## config.mk

```make
export PLATFORM = sky130hd
export DESIGN_NAME = mask_decoder
export DESIGN_NICKNAME = d
export VERILOG_FILES = /design/src/rtl/mask_decoder.sv
export SDC_FILE = /design/constraint.sdc
export NUM_CORES = 1
export LEC_CHECK = 0
export ABC_AREA = 1
export BUFFER_PORTS_ARGS = -buffer_cell sky130_fd_sc_hd__buf_2
export CAP_MARGIN = 30
export CORE_MARGIN = 2
export CORE_UTILIZATION = 33
export CTS_BUF_LIST = sky130_fd_sc_hd__clkbuf_4 sky130_fd_sc_hd__clkbuf_8
export DETAILED_ROUTE_END_ITERATION = 12
export PLACE_DENSITY_LB_ADDON = 0.12
export SYNTH_ARGS = -nofsm -noshare
export SYNTH_HDL_FRONTEND = slang
export SYNTH_SLANG_ARGS = --single-unit
export TNS_END_PERCENT = 50
```

## constraint.sdc

```tcl
create_clock -name clk -period 10.25 [get_ports clk]
set_input_delay 1.025 -clock clk [delete_from_list [all_inputs] [get_ports clk]]
set_output_delay 1.025 -clock clk [all_outputs]
set_load 0.05 [all_outputs]
```

## src/rtl/mask_decoder.sv

```systemverilog
// rtl/mask_decoder.sv - walks effectual o_mask bits LSB-first, emitting lane and compressed operand indices
module mask_decoder #(
  parameter int length = 32,
  parameter int IDXW   = $clog2(length)
) (
  input  logic              clk,
  input  logic              reset,
  input  logic              mask_valid,
  input  logic [length-1:0] i_mask,
  input  logic [length-1:0] w_mask,
  input  logic [length-1:0] o_mask,
  output logic              mask_taken,
  output logic              idx_valid,
  input  logic              idx_ready,
  output logic [IDXW-1:0]   pos,
  output logic [IDXW-1:0]   i_idx,
  output logic [IDXW-1:0]   w_idx,
  output logic              last,
  output logic [IDXW:0]     pair_count,
  output logic              done,
  output logic [1:0]        state
);

  typedef enum logic [1:0] {IDLE = 2'b00, SCAN = 2'b01, DONE = 2'b10} state_t;

  localparam logic [length-1:0] ONE = {{(length-1){1'b0}}, 1'b1};

  state_t            cur, nxt;
  logic [length-1:0] i_mask_r, w_mask_r, o_mask_r, r;
  logic [IDXW-1:0]   p;
  logic [length-1:0] lower;
  logic [IDXW:0]     i_cnt, w_cnt;
  logic              r_single;
  logic              capture, handshake;

  function automatic logic [IDXW:0] popcnt(input logic [length-1:0] v);
    logic [IDXW:0] c;
    c = '0;
    for (int k = 0; k < length; k++) c = c + {{IDXW{1'b0}}, v[k]};
    return c;
  endfunction

  // Lowest set bit of the remaining work; lanes below it select the bits to count.
  always_comb begin
    p = '0;
    for (int k = length - 1; k >= 0; k--)
      if (r[k]) p = k[IDXW-1:0];
    lower = '0;
    for (int k = 0; k < length; k++) lower[k] = (k < int'(p));
  end

  assign i_cnt      = popcnt(i_mask_r & lower);
  assign w_cnt      = popcnt(w_mask_r & lower);
  assign r_single   = (r != '0) && ((r & (r - ONE)) == '0);
  assign capture    = (cur == IDLE) && mask_valid;
  assign handshake  = idx_valid && idx_ready;

  assign idx_valid  = (cur == SCAN);
  assign done       = (cur == DONE);
  assign last       = idx_valid && r_single;
  assign pos        = p;
  assign i_idx      = i_cnt[IDXW-1:0];
  assign w_idx      = w_cnt[IDXW-1:0];
  assign pair_count = popcnt(o_mask_r);
  assign state      = cur;

  always_ff @(posedge clk or negedge reset) begin
    if (!reset) begin
      cur        <= IDLE;
      i_mask_r   <= '0;
      w_mask_r   <= '0;
      o_mask_r   <= '0;
      r          <= '0;
      mask_taken <= 1'b0;
    end else begin
      cur        <= nxt;
      mask_taken <= capture;
      if (capture) begin
        i_mask_r <= i_mask;
        w_mask_r <= w_mask;
        o_mask_r <= o_mask;
        r        <= o_mask;
      end else if (handshake) begin
        r <= r & ~(ONE << p);
      end
    end
  end

  always_comb begin
    nxt = cur;
    case (cur)
      IDLE:    if (mask_valid) nxt = (o_mask != '0) ? SCAN : DONE;
      SCAN:    if (handshake && r_single) nxt = DONE;
      DONE:    nxt = IDLE;
      default: nxt = IDLE;
    endcase
  end

endmodule
```

==> impl_results.md, run 1 <==
* CP most frequent cell: fa_1
* Layout cells sized above 1 at 16.3%
* Setup WS pre-CTS at 1760 ps
* Number of library cell types mapped by synthesis at 46
* Total setup buffers inserted after CTS at 0
* Critical path endpoint: w_idx[4]
* DR WL/cell at 16.4 um
* Syn nets at 1245
* Clk slew on worst S/H paths at 90 ps
* CTS tree: built
* Die Width at 165 um
* Critical path depth at 28
* Max FO, Critical Path at 10
* R2R setup slack at 7350 ps
* Max stage delay cell, worst path: fa_1
* Outcome: complete, no violations
* Worst R2R Path Depth at 20
* Req. time, crit path at 9230 ps
* Clock sink total at 129
* Final worst path period share at 87.6%
* Worst EP arrival at 7960 ps
* IO Count at 127
* Syn Std Cell Area at 0.00859 mm^2
* 1st-pass router iterations at 5
* Async set-reset flop share out of synthesis at 100%
* DRC viols at 0
* Shortest period the worst path allows at 8980 ps
* Main synth FF type: dfrtp_1
* Post-synthesis cell count at 1054
* CTS max path bufs at 2
* Yosys top cell by area: dfrtp_1
* Crit path launch type: flop
* Fill count at 2749
* # hold bufs at CTS at 0
* Synth warnings at 0
* DR iter-0 viols at 497
* Routed vias at 7090
* CP Buf/Inv Count at 8
* HPWL Detailed at 19800 um
* Syn Area/Cell at 8.15 um^2
* Share of the synthesized area in the top cell type at 37.6%
* Slew HR at 35.4%
* Pin count of the biggest net entering global routing at 83
* Nets at 1365
* Clk_lat worst skew at 460 ps
* Die area at 0.0274 mm^2
* TritonCTS buffer count at 17
* Skew final at 16.7 ps
* Die Height at 165 um
* Max-slew violations at 0
* CP delay by family, top: adder cells
* Post-Route WL at 25000 um
* R2r startpoint: r[0]
* CP endpoint kind: output pin
* Post-synth EDFFs at 0
* Final hold violations at 0
* Crit Path Class: flop to output pin
* Post-DRT Antenna Nets at 0
* Max Cap Viol at 0
* Hold Path Class: flop to flop
* Rows at 59
* Synth area leaders: dfrtp_1 (38%), fa_1 (16%), nand2_1 (15%), inv_1 (7.2%), ha_1 (3.1%)
* Post-CTS resize count at 0
* First-pass GRT wire length at 39000 um
* Area delta synth->final at 16.8%
* # H-tree levels at 4
* Total track usage at 19.3%
* Worst R2R End: state[0]
* CP max stage delay at 550 ps
* Setup_tns at 0 ps
* Root Buffer: clkbuf_8
* Vias per std cell at 4.66
* Initial Utilization at 33.3%
* Setup slack after layout at 1270 ps
* Post-synthesis sequential area ratio at 37.6%
* Initial antenna violation count at 0
* Peak Freq at 111 MHz
* Vias in the first global route at 7167
* Routability cong. at 0.915
* Measured slew at the worst slew-check pin at 969 ps
* Seq cells post-synth at 129
* Overflow after GRT at 0
* Setup crit start: r[24]
* CORE AREA at 0.0258 mm^2
* Port bufs at 124
* RSZ-0062 raised after global routing: no
* Finish-stage setup viols at 0
* N_diodes at 0
logic make-up after synthesis:
group,count (synthesis),share of synthesized area [%]
DFF,129,37.6
adders and majority gates,91,19.4
xor gates and xnor gates,9,0.917
and+or+nand+nor,504,24.5
buffers and inverters,206,9.03
AOI/OAI and AO/OA,115,8.62
registers in the layout, indices dropped and copies added (netlist names):
| signal | count |
|---|---|
| w_mask_r | 31 |
| state | 2 |
| i_mask_r | 31 |
| r | 32 |
| o_mask_r | 32 |
| mask_taken | 1 |
layout by cell type (no fill, tap or decap), types with 3 or more instances in the layout:
cell type    n
inv_1      166
clkbuf_8    17
inv_2        9
nand3_1     41
bufinv_16    3
o311ai_0    15
clkinv_2     3
nand2_1    348
nor2_1      69
nand4_1      8
buf_4        4
fa_1        70
nor4_1      12
nor3_1       6
inv_6        3
clkinv_4     4
nor2_4       6
buf_2      123
ha_1        21
nand2_2      3
xor2_1       8
o21ai_0     50
o211ai_1    15
a21oi_1     15
dfrtp_1    129
layer usage:
metal / GRT usage [%] / wire, um
met1: 24.9 / 11200
met2: 33.1 / 12300
met3: 3.40 / 880
met4: 5.92 / 569
met5: 0 / 0
final cells by class:
cell class / instances / area (um^2) / share of cell area, %
clock buffer: 17 / 234 / 2.33
clock inverter: 15 / 181 / 1.81
inverter: 177 / 669 / 6.67
multi-input combinational: 719 / 4590 / 45.8
sequential: 129 / 3230 / 32.2
tap: 335 / 419 / 4.18
timing repair buffer: 130 / 712 / 7.09
worst reg2reg max path, stage by stage, from the launching register on:
cell,delay [ps]
dfrtp_1,440
nor2_2,190
inv_2,70
nor2_4,90
inv_2,60
nor2_4,80
inv_2,70
nor2_4,110
inv_2,90
nor2_8,120
nand2_2,90
nor2_4,120
inv_2,40
nand2_2,60
inv_2,40
nor3_1,200
nand3_1,120
nor4_2,200
nand2_1,100
o41ai_2,350
o21ai_1,120
synthesized netlist by cell type, types with 12 or more instances:
master	instances
nand2_1	349
o211ai_1	15
inv_1	166
nor2_1	69
fa_1	70
o311ai_0	15
dfrtp_1	129
nand3_1	41
nor4_1	12
ha_1	21
a21oi_1	15
o21ai_0	50
clkbuf_1	23
worst min path at each step:
stage	start	end	slack, ps	cells after the start
2_1_floorplan	w_mask_r[28]	w_mask_r[28]	440	2
6_report	i_mask_r[21]	i_mask_r[21]	480	2
4_1_cts	w_mask_r[28]	w_mask_r[28]	480	2
5_1_grt	w_mask_r[2]	w_mask_r[2]	510	2
3_3_place_gp	w_mask_r[28]	w_mask_r[28]	460	2
3_5_place_dp	w_mask_r[28]	w_mask_r[28]	460	2
stage by stage:
step	util [%]	cells	cell area, um^2	hold slack [ps]
2_1_floorplan	-	1054	8590	441
3_3_place_gp	37.0	1488	9570	456
3_5_place_dp	37.2	1490	9620	460
4_1_cts	38.8	1522	10000	481
5_1_grt	38.8	1522	10000	509
6_report	38.8	1522	10000	478
Power of run 1 is left out: the tool's default activity adds up to more than one toggle a clock period on the data nets, which glitch-free logic cannot reach.
==> run 2, diff against run 1 <==
- ABC_AREA: 1 -> not set
- BUFFER_PORTS_ARGS: -buffer_cell sky130_fd_sc_hd__buf_2 -> not set
- CTS_CLUSTER_SIZE: not set -> 14
- DONT_BUFFER_PORTS: not set -> 1
==> impl_results.md, run 2 <==
* Commonest non-fill, non-tap cell in the layout: nand2_1
* First-pass GRT wire length at 40500 um
* RSZ-0062 raised after global routing: no
* DR iter-0 viols at 513
* CTS max path bufs at 2
* Post-DRT Antenna Nets at 0
* Finish-stage setup viols at 0
* Die Width at 166 um
* Synth warnings at 0
* Seq cells post-synth at 129
* HPWL Detailed at 19600 um
* Outcome: complete, no violations
* Overflow after GRT at 0
* Biggest regs: o_mask_r: 32 flops, r: 32 flops
* Most frequent cells in the layout: nand2_1 (322), dfrtp_1 (129), inv_1 (85)
* Measured slew at the worst slew-check pin at 940 ps
* Clock sink total at 129
* Post-synthesis cell count at 981
* R2r startpoint: r[17]
* Post-Route WL at 26000 um
* Yosys top cell by area: dfrtp_1
* Syn Std Cell Area at 0.00861 mm^2
* Async set-reset flop share out of synthesis at 100%
* Crit path launch type: flop
* Routed vias at 6739
* Vias per std cell at 5.10
* Pin count of the biggest net entering global routing at 130
* Post-synth EDFFs at 0
* Clk_lat worst skew at 450 ps
* Peak Freq at 109 MHz
* Post-synthesis sequential area ratio at 37.5%
* 1st-pass router iterations at 5
* Final hold violations at 0
* Synth area leaders: dfrtp_1 (38%), fa_1 (16%), nand2_1 (14%), inv_1 (3.8%), ha_1 (3.1%)
* CORE AREA at 0.0258 mm^2
* Rows at 59
* DRC viols at 0
* Root Buffer: clkbuf_8
* Shortest period the worst path allows at 9180 ps
* # H-tree levels at 4
* Area delta synth->final at 9.19%
* Die area at 0.0274 mm^2
* Die Height at 166 um
* Final worst path period share at 89.6%
* Crit Path Class: flop to output pin
* Req. time, crit path at 9230 ps
* Max FO, Critical Path at 13
* # hold bufs at CTS at 0
* Slew HR at 36.8%
* DR WL/cell at 19.7 um
* Initial antenna violation count at 0
* N_diodes at 0
* Layout cells sized above 1 at 7.19%
* Post-CTS resize count at 0
* Initial Utilization at 33.3%
* IO Count at 127
* Worst EP arrival at 8160 ps
* Routability cong. at 0.871
* Max-slew violations at 0
* TritonCTS buffer count at 17
* Nets at 1165
* Syn Area/Cell at 8.77 um^2
* Max Cap Viol at 0
* Count leader, synth: nand2_1
* Top post-synthesis cells by count: nand2_1 (323), dfrtp_1 (129), inv_1 (86)
* Skew final at 14.9 ps
* Number of library cell types mapped by synthesis at 64
* Hold Path Class: input port to asynchronous set/reset pin
* Total track usage at 20.1%
* Total setup buffers inserted after CTS at 0
* Share of the synthesized area in the top cell type at 37.5%
* CTS tree: built
* CP endpoint kind: output pin
* Setup crit start: r[17]
* Vias in the first global route at 6940
* Setup_tns at 0 ps
* Main synth FF type: dfrtp_1
* Port bufs at 0
* Syn nets at 1172
* Clk slew on worst S/H paths at 90 ps
-- run 2: per-layer routing --
metal / track usage, % / share of wire [%] / up-vias
met4: 4.23 / 1.6 / 0
met3: 4.05 / 5.0 / 21
met5: 0 / 0 / -
li1: - / - / 3218
met1: 26.1 / 43 / 3323
met2: 34.6 / 50 / 177
-- run 2: final timing paths --
path                                     end  depth (start not counted)  slack, ps
worst min register to register  i_mask_r[16]                          2        470
worst min-delay path            i_mask_r[28]                          0        260
min in group clk                i_mask_r[16]                          2        470
worst max register to register         r[11]                          8       6700
worst max-delay path                w_idx[4]                         23       1070
max in group asynchronous        w_mask_r[7]                          0       9800
-- run 2: stage by stage --
stage               utilization [%]  std cells  hold slack, ps  setup slack [ps]  area, um^2
finish                         36.4       1322             264              1070        9400
global route                   36.4       1322             221               627        9400
CTS                            36.4       1322             231              1020        9400
detailed placement             34.8       1290             460              1550        8990
global placement               34.7       1287             454              1550        8970
floorplan                         -        981             437              1980        8610
-- run 2: layout make-up --
| class | count | area (um^2) |
|---|---|---|
| fill | 2724 | 16400 |
| multi-input combinational | 719 | 4880 |
| sequential | 129 | 3230 |
| tap | 335 | 419 |
| inverter | 90 | 339 |
| clock buffer | 20 | 263 |
| clock inverter | 12 | 146 |
| timing repair buffer | 17 | 128 |
-- run 2: cell families after synthesis --
logic type | after synthesis | synth area share (%)
buffers and inverters | 133 | 5.94
xor gates and xnor gates | 9 | 0.916
and+or+nand+nor | 469 | 24.2
adders and majority gates | 94 | 19.7
AOI/OAI and AO/OA | 147 | 11.7
DFF | 129 | 37.5
-- run 2: worst max-delay path: stages (launching register included) --
cell,delay (ps)
dfrtp_1,460
nor4_1,830
and2_1,280
a21o_1,450
clkinv_1,160
nor2_1,230
nand2_1,280
o21a_1,290
fa_1,540
inv_1,70
fa_1,520
fa_1,520
fa_1,520
fa_1,570
inv_1,60
fa_1,460
inv_1,90
fa_1,180
inv_1,60
fa_1,390
a21o_1,190
a21oi_1,160
xnor2_1,160
buf_4,230
Power of run 2 is left out for the same reason.
